File: config.mk
export PLATFORM = sky130hd
export DESIGN_NAME = idli_sqi_arb_m
export DESIGN_NICKNAME = d
export VERILOG_FILES = /design/src/rtl/idli_pkg.sv /design/src/rtl/idli_rr_arb_m.sv /design/src/rtl/idli_sqi_arb_m.sv
export SDC_FILE = /design/constraint.sdc
export NUM_CORES = 1
export LEC_CHECK = 0
export CORE_ASPECT_RATIO = 1.4
export CORE_MARGIN = 3
export CORE_UTILIZATION = 41
export CTS_CLUSTER_DIAMETER = 100
export DETAILED_ROUTE_END_ITERATION = 6
export GPL_ROUTABILITY_DRIVEN = 1
export PLACE_DENSITY = 0.76
export SLEW_MARGIN = 20
export SYNTH_ARGS = -nofsm -noshare
export SYNTH_HDL_FRONTEND = slang
export SYNTH_SLANG_ARGS = --single-unit
File: constraint.sdc
create_clock -name i_mem_gck -period 1.65 [get_ports i_mem_gck]
set_input_delay 0.33 -clock i_mem_gck [delete_from_list [all_inputs] [get_ports i_mem_gck]]
set_output_delay 0.33 -clock i_mem_gck [all_outputs]
set_load 0.005 [all_outputs]
File: src/rtl/idli_pkg.sv
// Shared types and constants for the SQI memory port controller.
// Command bytes, per-state cycle counts and nibble helpers live here.
package idli_pkg;

  typedef enum logic [2:0] {
    IDLE  = 3'd0,
    CMD   = 3'd1,
    ADDR  = 3'd2,
    DUMMY = 3'd3,
    DATA  = 3'd4,
    GAP   = 3'd5
  } sqi_state_t;

  typedef enum logic {
    FE = 1'b0,
    EX = 1'b1
  } sqi_owner_t;

  localparam logic [7:0] SQI_CMD_READ  = 8'h03;
  localparam logic [7:0] SQI_CMD_WRITE = 8'h02;

  localparam logic [2:0] SQI_CMD_CYC   = 3'd2;
  localparam logic [2:0] SQI_ADDR_CYC  = 3'd4;
  localparam logic [2:0] SQI_DUMMY_CYC = 3'd2;
  localparam logic [2:0] SQI_DATA_CYC  = 3'd4;
  localparam logic [2:0] SQI_GAP_CYC   = 3'd1;

  // Index 0 selects the most significant nibble.
  function automatic logic [3:0] nib_sel(
    input logic [15:0] w,
    input logic [1:0]  i
  );
    logic [3:0] n;
    case (i)
      2'd0:    n = w[15:12];
      2'd1:    n = w[11:8];
      2'd2:    n = w[7:4];
      default: n = w[3:0];
    endcase
    return n;
  endfunction

  function automatic logic [2:0] state_len(input sqi_state_t s);
    logic [2:0] n;
    case (s)
      CMD:     n = SQI_CMD_CYC;
      ADDR:    n = SQI_ADDR_CYC;
      DUMMY:   n = SQI_DUMMY_CYC;
      DATA:    n = SQI_DATA_CYC;
      default: n = SQI_GAP_CYC;
    endcase
    return n;
  endfunction

endpackage

File: src/rtl/idli_rr_arb_m.sv
// Two-way round-robin arbiter between fetch and EX.
// The last-owner flop breaks ties in favour of the other requester.
module idli_rr_arb_m
  import idli_pkg::*;
(
  input  logic clk,
  input  logic rst,
  input  logic en,
  input  logic req_fe,
  input  logic req_ex,
  output logic gnt_fe,
  output logic gnt_ex
);

  sqi_owner_t last;

  always_comb begin
    gnt_fe = 1'b0;
    gnt_ex = 1'b0;
    if (en) begin
      if (req_fe && req_ex) begin
        gnt_fe = (last == EX);
        gnt_ex = (last == FE);
      end else begin
        gnt_fe = req_fe;
        gnt_ex = req_ex;
      end
    end
  end

  always_ff @(posedge clk) begin
    if (rst) begin
      last <= EX;
    end else if (gnt_fe) begin
      last <= FE;
    end else if (gnt_ex) begin
      last <= EX;
    end
  end

endmodule

File: src/rtl/idli_sqi_arb_m.sv
// Shared SQI memory port: arbitrates fetch vs EX and sequences
// one command/address/dummy/data transaction per grant.
module idli_sqi_arb_m
  import idli_pkg::*;
(
  input  logic        i_mem_gck,
  input  logic        i_mem_rst,
  input  logic        i_mem_fe_req,
  input  logic [15:0] i_mem_fe_addr,
  output logic        o_mem_fe_gnt,
  output logic        o_mem_fe_rvld,
  input  logic        i_mem_ex_req,
  input  logic        i_mem_ex_wr,
  input  logic [15:0] i_mem_ex_addr,
  input  logic [15:0] i_mem_ex_wdata,
  output logic        o_mem_ex_gnt,
  output logic        o_mem_ex_rvld,
  output logic [3:0]  o_mem_rdata,
  output logic        o_mem_busy,
  output logic        o_mem_cs_n,
  output logic        o_mem_sio_oe,
  output logic [3:0]  o_mem_sio,
  input  logic [3:0]  i_mem_sio
);

  sqi_state_t state;
  sqi_state_t nxt;
  sqi_owner_t owner;
  logic [2:0]  cnt;
  logic [15:0] addr;
  logic [15:0] wdata;
  logic        wr;
  logic        gnt_fe;
  logic        gnt_ex;
  logic        arb_en;
  logic        last_cyc;
  logic        rd_data;
  logic [7:0]  cmd;

  // Gating with reset keeps the grant low while reset is held.
  assign arb_en = (state == IDLE) && !i_mem_rst;

  idli_rr_arb_m u_arb (
    .clk    (i_mem_gck),
    .rst    (i_mem_rst),
    .en     (arb_en),
    .req_fe (i_mem_fe_req),
    .req_ex (i_mem_ex_req),
    .gnt_fe (gnt_fe),
    .gnt_ex (gnt_ex)
  );

  assign last_cyc = (cnt == state_len(state) - 3'd1);

  always_comb begin
    nxt = state;
    unique case (state)
      CMD:     nxt = ADDR;
      ADDR:    nxt = wr ? DATA : DUMMY;
      DUMMY:   nxt = DATA;
      DATA:    nxt = GAP;
      GAP:     nxt = IDLE;
      default: nxt = IDLE;
    endcase
  end

  always_ff @(posedge i_mem_gck) begin
    if (i_mem_rst) begin
      state <= IDLE;
      cnt   <= 3'd0;
      owner <= EX;
      addr  <= 16'h0;
      wdata <= 16'h0;
      wr    <= 1'b0;
    end else if (state == IDLE) begin
      if (gnt_fe || gnt_ex) begin
        state <= CMD;
        cnt   <= 3'd0;
        owner <= gnt_fe ? FE : EX;
        addr  <= gnt_fe ? i_mem_fe_addr : i_mem_ex_addr;
        wr    <= gnt_ex && i_mem_ex_wr;
        wdata <= i_mem_ex_wdata;
      end
    end else if (last_cyc) begin
      state <= nxt;
      cnt   <= 3'd0;
    end else begin
      cnt <= cnt + 3'd1;
    end
  end

  assign cmd     = wr ? SQI_CMD_WRITE : SQI_CMD_READ;
  assign rd_data = (state == DATA) && !wr;

  always_comb begin
    o_mem_cs_n   = 1'b1;
    o_mem_sio_oe = 1'b0;
    o_mem_sio    = 4'h0;
    unique case (state)
      CMD: begin
        o_mem_cs_n   = 1'b0;
        o_mem_sio_oe = 1'b1;
        o_mem_sio    = cnt[0] ? cmd[3:0] : cmd[7:4];
      end
      ADDR: begin
        o_mem_cs_n   = 1'b0;
        o_mem_sio_oe = 1'b1;
        o_mem_sio    = nib_sel(addr, cnt[1:0]);
      end
      DUMMY: begin
        o_mem_cs_n = 1'b0;
      end
      DATA: begin
        o_mem_cs_n   = 1'b0;
        o_mem_sio_oe = wr;
        o_mem_sio    = wr ? nib_sel(wdata, cnt[1:0]) : 4'h0;
      end
      default: begin
        o_mem_cs_n = 1'b1;
      end
    endcase
  end

  assign o_mem_fe_gnt  = gnt_fe;
  assign o_mem_ex_gnt  = gnt_ex;
  assign o_mem_rdata   = rd_data ? i_mem_sio : 4'h0;
  assign o_mem_fe_rvld = rd_data && (owner == FE);
  assign o_mem_ex_rvld = rd_data && (owner == EX);
  assign o_mem_busy    = (state != IDLE);

endmodule

==> Word level (Yosys, flattened, before mapping) <==
Cells that the tools add are included.
{ "word_totals": {"out_inout_bits": 15, "ff_bits": 41} }
{ "op_classes": {"add_sub_neg": 2, "reduce_logical": 20, "n_bitwise": 2, "n_mux": 26, "eq_ne": 8} }
{ "op_table": {"columns": ["operator", "n"], "rows": [
  ["case mux 4 bit (3 select lines)", 3],
  ["2-to-1 mux 3 bit", 7],
  ["2-to-1 mux 16 bit", 1],
  ["case mux 3 bit (4 select lines)", 1],
  ["2-to-1 mux 1 bit", 9],
  ["2-to-1 mux 4 bit", 2],
  ["== test 3 x 2 -> 1 bit, second input constant", 2],
  ["logical AND 1 bit", 6],
  ["case mux 3 bit (2 select lines)", 1],
  ["OR reduction 2 bit", 3],
  ["AND reduction 2 bit", 2],
  ["nonzero test 2 bit", 2],
  ["OR reduction 4 bit", 1],
  ["adder 3 x 1 -> 3 bit, second input constant", 1],
  ["== test 3 x 1 -> 1 bit, second input constant", 1],
  ["== test 3 bit", 1],
  ["== test 3 bit, second input constant", 1],
  ["logical NOT 3 bit", 1],
  ["nonzero test 3 bit", 1],
  ["subtractor 3 x 1 -> 3 bit, second input constant", 1],
  ["== test 2 x 1 -> 1 bit, second input constant", 1],
  ["== test 2 bit, second input constant", 1],
  ["logical NOT 1 bit", 2],
  ["logical NOT 2 bit", 1],
  ["other kinds (5)", 6]
]} }

==> Depth between registers and ports, before layout <==
{ "depth": {"ltp_word": 7, "ltp_mapped": 9} }

==> Modules after synthesis <==
A second synthesis with hierarchy kept.
{ "unflattened": {"hier_cells": 264, "hier_area_um2": 2157.1} }
{ "modules_own_cells": {"columns": ["module", "cells_each", "area_each_um2", "instances"], "rows": [
  ["idli_sqi_arb_m", 256, 2098.3, 1],
  ["idli_rr_arb_m", 8, 58.8, 1]
]} }

==> Least setup slack after synthesis <==
OpenSTA, ideal clock, no wires.
{ "synth_timing": {"path_type": "register to output", "startpoint": "reg state[2]", "endpoint": "out o_mem_sio[2]", "stages_incl_launch_ff": 7, "slack_ns": -0.207, "arrival_time_ns": 1.527, "cell_sequence": "dfxtp_1 -> buf_4 -> inv_1 -> or4b_4 -> o22ai_1 -> nor2_1 -> a21oi_1"} }
{ "synth_via": {"elab_chain_cells": 2, "elab_cells_between_ends": 4} }
{ "synth_lines": {"columns": ["item", "line_no", "text"], "rows": [
  ["start: declaration", "idli_sqi_arb_m.sv:26", "sqi_state_t state;"],
  ["start signal: assignment", "idli_sqi_arb_m.sv:85", "state <= nxt;"],
  ["== test 3 bit, or another cell as far along", "idli_sqi_arb_m.sv:99", "unique case (state)"],
  ["case mux 4 bit (3 select lines) *", "idli_sqi_arb_m.sv:99", null],
  ["end: declaration", "idli_sqi_arb_m.sv:22", "output logic [3:0] o_mem_sio,"]
]} }
Every way passes the cells marked *; elsewhere a longest branch is shown, timed or not.

==> Worst setup path after layout <==
{ "layout_timing": {"startpoint": "reg cnt[0]", "endpoint": "out o_mem_sio[2]"} }
{ "layout_via": {"elab_chain_cells": 4, "elab_cells_between_ends": 7} }
{ "layout_lines": {"columns": ["item", "line_no", "text"], "rows": [
  ["start: declaration", "idli_sqi_arb_m.sv:29", "logic [2:0] cnt;"],
  ["start signal: assignment", "idli_sqi_arb_m.sv:88", "cnt <= cnt + 3'd1;"],
  ["== test 2 bit, or another cell as far along", "idli_pkg.sv:34", "case (i)"],
  ["case mux 4 bit (3 select lines)", "idli_pkg.sv:34", null],
  ["2-to-1 mux 4 bit", "idli_sqi_arb_m.sv:116", "o_mem_sio = wr ? nib_sel(wdata, cnt[1:0]) : 4'h0;"],
  ["case mux 4 bit (3 select lines) *", "idli_sqi_arb_m.sv:99", null]
]} }
Marked as above.

==> results by group <==
STA
  – Skew final: 0.007963 ns
  – RSZ-0062 raised after global routing: true
  – Max-slew violations: 0
  – Setup TNS Final: -17.85 ns
  – Minimum clock period: 2.398 ns
  – Rel. slew slack: 0.6852
  – Post-route setup slack: -0.7479 ns
  – F_max: 417.0 MHz
  – Worst Tran Pin Value: 0.4655 ns
  – Final hold viol count: 0
  – Final period utilization: 1.453
  – Setup violators final: 56

Global route
  – Vias in the first global route: 3043
  – GR Util All Layers: 0.3571
  – Largest net degree at the start of global routing: 26
  – Grt total ovfl: 0
  – First-pass GRT wire length: 16.07 mm
  – Initial antenna violation count: 0

Routing
  – 1st-iter DRT viols: 517
  – DRT Pass-1 Iters: 7
  – Routed vias/inst: 6.515
  – Routed vias: 2945
  – Post-route ant nets: 0
  – Routed len/inst: 27.23 um
  – DRC Markers: 28
  – Total Wirelength: 12.31 mm

Clock tree
  – Clk_lat worst skew: 0.31 ns
  – Num CTS Buffers: 5
  – Sink Count: 41
  – Hold buffers post-CTS: 0
  – TritonCTS clock tree: done
  – Worst-path clk slew: 0.08 ns
  – H-tree levels: 2
  – CTS max path bufs: 2
  – Root buf cell: clkbuf_8

Power and ir drop
  – Combinational share of power: 0.594
  – Pint: 3431 uW
  – Switching part of the total: 0.3956
  – Leak Pwr: 0.001788 uW
  – Worst vdd ir: 1.182 mV
  – Flop pwr share: 0.262
  – Clock share of power: 0.145
  – Overall power: 5677 uW
  – Pwr/cell area: 1290 mW/mm2
  – P_sw: 2246 uW

Worst setup path
  – Buf+Inv Stages, Crit Path: 3
  – Sequence of cells on the critical path: inv_4 > ha_2 > buf_4 > a222oi_1 > o22ai_2 > nor2_1 > a21oi_1 > buf_2
  – Crit path depth: 8
  – Setup crit end: o_mem_sio[2]
  – CP startpoint: cnt[0]
  – Req. time, crit path: 1.32 ns
  – Startpoint Class: flip-flop
  – Worst r2r path cells: 8
  – Reg2Reg Setup Slack: -0.47 ns
  – Crit path capture type: output port
  – Slowest cell on crit path: dfxtp_4
  – Delay-heaviest family, CP: compound AO/OA/AOI/OAI gates
  – Reg-to-Reg Start: cnt[1]
  – Crit Path Max Fanout: 5
  – Worst r2r dst: state[1]
  – Setup CP Type: reg2out
  – Slowest Stage Delay on Critical Path: 0.40 ns
  – Arrival @ worst endpoint: 2.07 ns

Run
  – Max Cap Viol: 0

Synthesis
  – Mean post-synth cell area: 8.184 um2
  – Sequential cell area fraction in the yosys report: 0.3872
  – #FFs+latches synth: 41
  – Area leader, netlist: dfxtp_1
  – Top FF cell, synth: dfxtp_1
  – Synth area leaders: dfxtp_1 39%, a21oi_1 8.5%, mux2i_1 8.0%
  – Synth Net Count: 320
  – Share of flip-flops with an asynchronous set or reset: 0
  – Gate Count Post-Synth: 259
  – Netlist cell types: 39
  – Syn Std Cell Area: 0.002120 mm2
  – EDFF count, synth: 0
  – Yosys top cell area share: 0.3872
  – Yosys warning total: 0

Layout
  – Synth-to-Final Area Change: 107.6%
  – Diode count: 0
  – Fin nets: 448
  – Layout fillers: 204
  – Layout cell share with drive strength beyond 1: 0.5541
  – Design Area, Final: 0.004400 mm2
  – Non-Filler Instances: 452

Outcome
  – Violated checks: design-rule violations, negative setup slack
  – Outcome: finished with violations

Min path
  – Worst hold path class: reg2reg
  – Hold Crit Depth: 2

Die
  – DIE HEIGHT: 91.07 um
  – Placeable core region: 0.004917 mm2
  – Initial Util: 0.4310
  – Die Wd: 66.77 um
  – Die ar.: 0.006080 mm2
  – I/O pin count: 72
  – Num rows: 30

Place
  – Placer congestion estimate: 0.8481
  – Placed Instances: 408
  – Port-buffer cells: 71
  – DP Area: 0.003108 mm2
  – Pre-CTS WS: -0.5105 ns
  – Hpwl dp: 4.605 mm
==> power groups by stage <==
| stage | registers, uW | clock network, uW | logic, uW |
|---|---|---|---|
| CTS | 1410 | 778 | 2850 |
| detailed placement | 1370 | 0 | 1620 |
| global route | 1490 | 861 | 3500 |
| floorplan | 1330 | 0 | 957 |
| finish | 1490 | 821 | 3370 |
| global placement | 1370 | 0 | 1580 |
==> cell families after synthesis <==
logic type / count (synthesis) / share of synthesized area
compound gates: 87 / 0.2533
simple gates: 80 / 0.1848
flops: 41 / 0.3873
buf+inv: 28 / 0.06258
mux: 17 / 0.08028
fa+ha+maj: 4 / 0.02361
xor+xnor: 2 / 0.008266
==> synth_stat cells, types with 2 or more instances <==
| library cell | count |
|---|---|
| a211o_1 | 2 |
| a21oi_1 | 36 |
| a222oi_1 | 8 |
| a22oi_1 | 5 |
| and2_1 | 5 |
| buf_2 | 7 |
| buf_6 | 2 |
| clkbuf_1 | 10 |
| dfxtp_1 | 41 |
| ha_1 | 4 |
| inv_1 | 5 |
| inv_2 | 2 |
| mux2i_1 | 17 |
| nand2_1 | 44 |
| nand2b_1 | 2 |
| nand3_1 | 4 |
| nor2_1 | 10 |
| nor2b_1 | 3 |
| nor3b_1 | 2 |
| nor4_1 | 2 |
| o21ai_0 | 25 |
| o22ai_1 | 3 |
| o31ai_1 | 3 |
| xnor2_1 | 2 |
==> area by class of cell <==
class / count / area [um2] / area share
timing repair buffer: 142 / 1569 / 0.3566
sequential: 41 / 839.6 / 0.1908
tap: 64 / 80.08 / 0.01820
clock buffer: 8 / 111.4 / 0.02531
multi-input combinational: 190 / 1762 / 0.4003
inverter: 7 / 38.79 / 0.008814
==> metrics by stage <==
step / utilization / hold WS, ns
6_report: 0.8949 / 0.4834
5_1_grt: 0.8949 / 0.4889
4_1_cts: 0.8504 / 0.4633
2_1_floorplan: - / 0.4357
3_3_place_gp: 0.6321 / 0.4446
3_5_place_dp: 0.6321 / 0.4522
==> registers in the layout (all words and copies together), names as in the netlist <==
register and count:
addr 16, wdata 16, cnt 3, state 3, owner 1, u_arb.last 1, wr 1
==> per-layer routing <==
metal,share of wire,GRT usage,up-vias
li1,-,-,1191
met1,0.31,0.3246,1353
met2,0.50,0.6341,279
met3,0.095,0.09282,120
met4,0.098,0.2864,2
met5,0.0019,0,-
==> worst min-delay path by stage <==
stage | from | to
3_3_place_gp | wdata[3] | wdata[3]
5_1_grt | wdata[9] | wdata[9]
2_1_floorplan | wdata[4] | wdata[4]
4_1_cts | wdata[9] | wdata[9]
6_report | wdata[9] | wdata[9]
3_5_place_dp | wdata[3] | wdata[3]
==> repair_timing <==
action	in CTS	in global routing
endpoints found under the setup margin	56	56
resized for setup	230	62
buffers inserted	27	6
pin swaps	71	31
gates cloned	9	0
==> placed cells by master (no fill, tap or decap), types with 2 or more instances in the layout <==
cell	synthesis	routed
a222oi_1	8	8
buf_16	0	6
inv_4	0	3
nand3_1	4	3
buf_8	0	4
and2_4	0	5
dfxtp_4	0	5
a21oi_4	0	3
a21oi_1	36	5
nand2b_1	2	2
nor2_4	0	2
buf_4	1	28
nor2b_1	3	2
buf_12	0	8
a211o_1	2	2
xnor2_1	2	2
o31ai_1	3	2
a21oi_2	0	28
o22ai_2	0	3
nor3_4	1	2
clkbuf_8	0	6
mux2i_4	0	2
buf_6	2	34
dfxtp_1	41	36
mux2i_1	17	13
nand2_1	44	11
nor2_1	10	8
o21ai_1	0	4
o21ai_0	25	3
buf_2	7	6
nand2_4	0	19
clkdlybuf4s50_1	0	56
inv_1	5	2
ha_4	0	2
nand2_2	0	14
o21ai_2	0	13
mux2i_2	0	2
a22oi_1	5	4
o21ai_4	0	5
==> tightest hold or removal path, cell delays in order, from the launching register on <==
cell     delay (ns)
dfxtp_1        0.33
nand2_2        0.07
a21oi_2        0.05
Power figures use the tool's default switching activity.
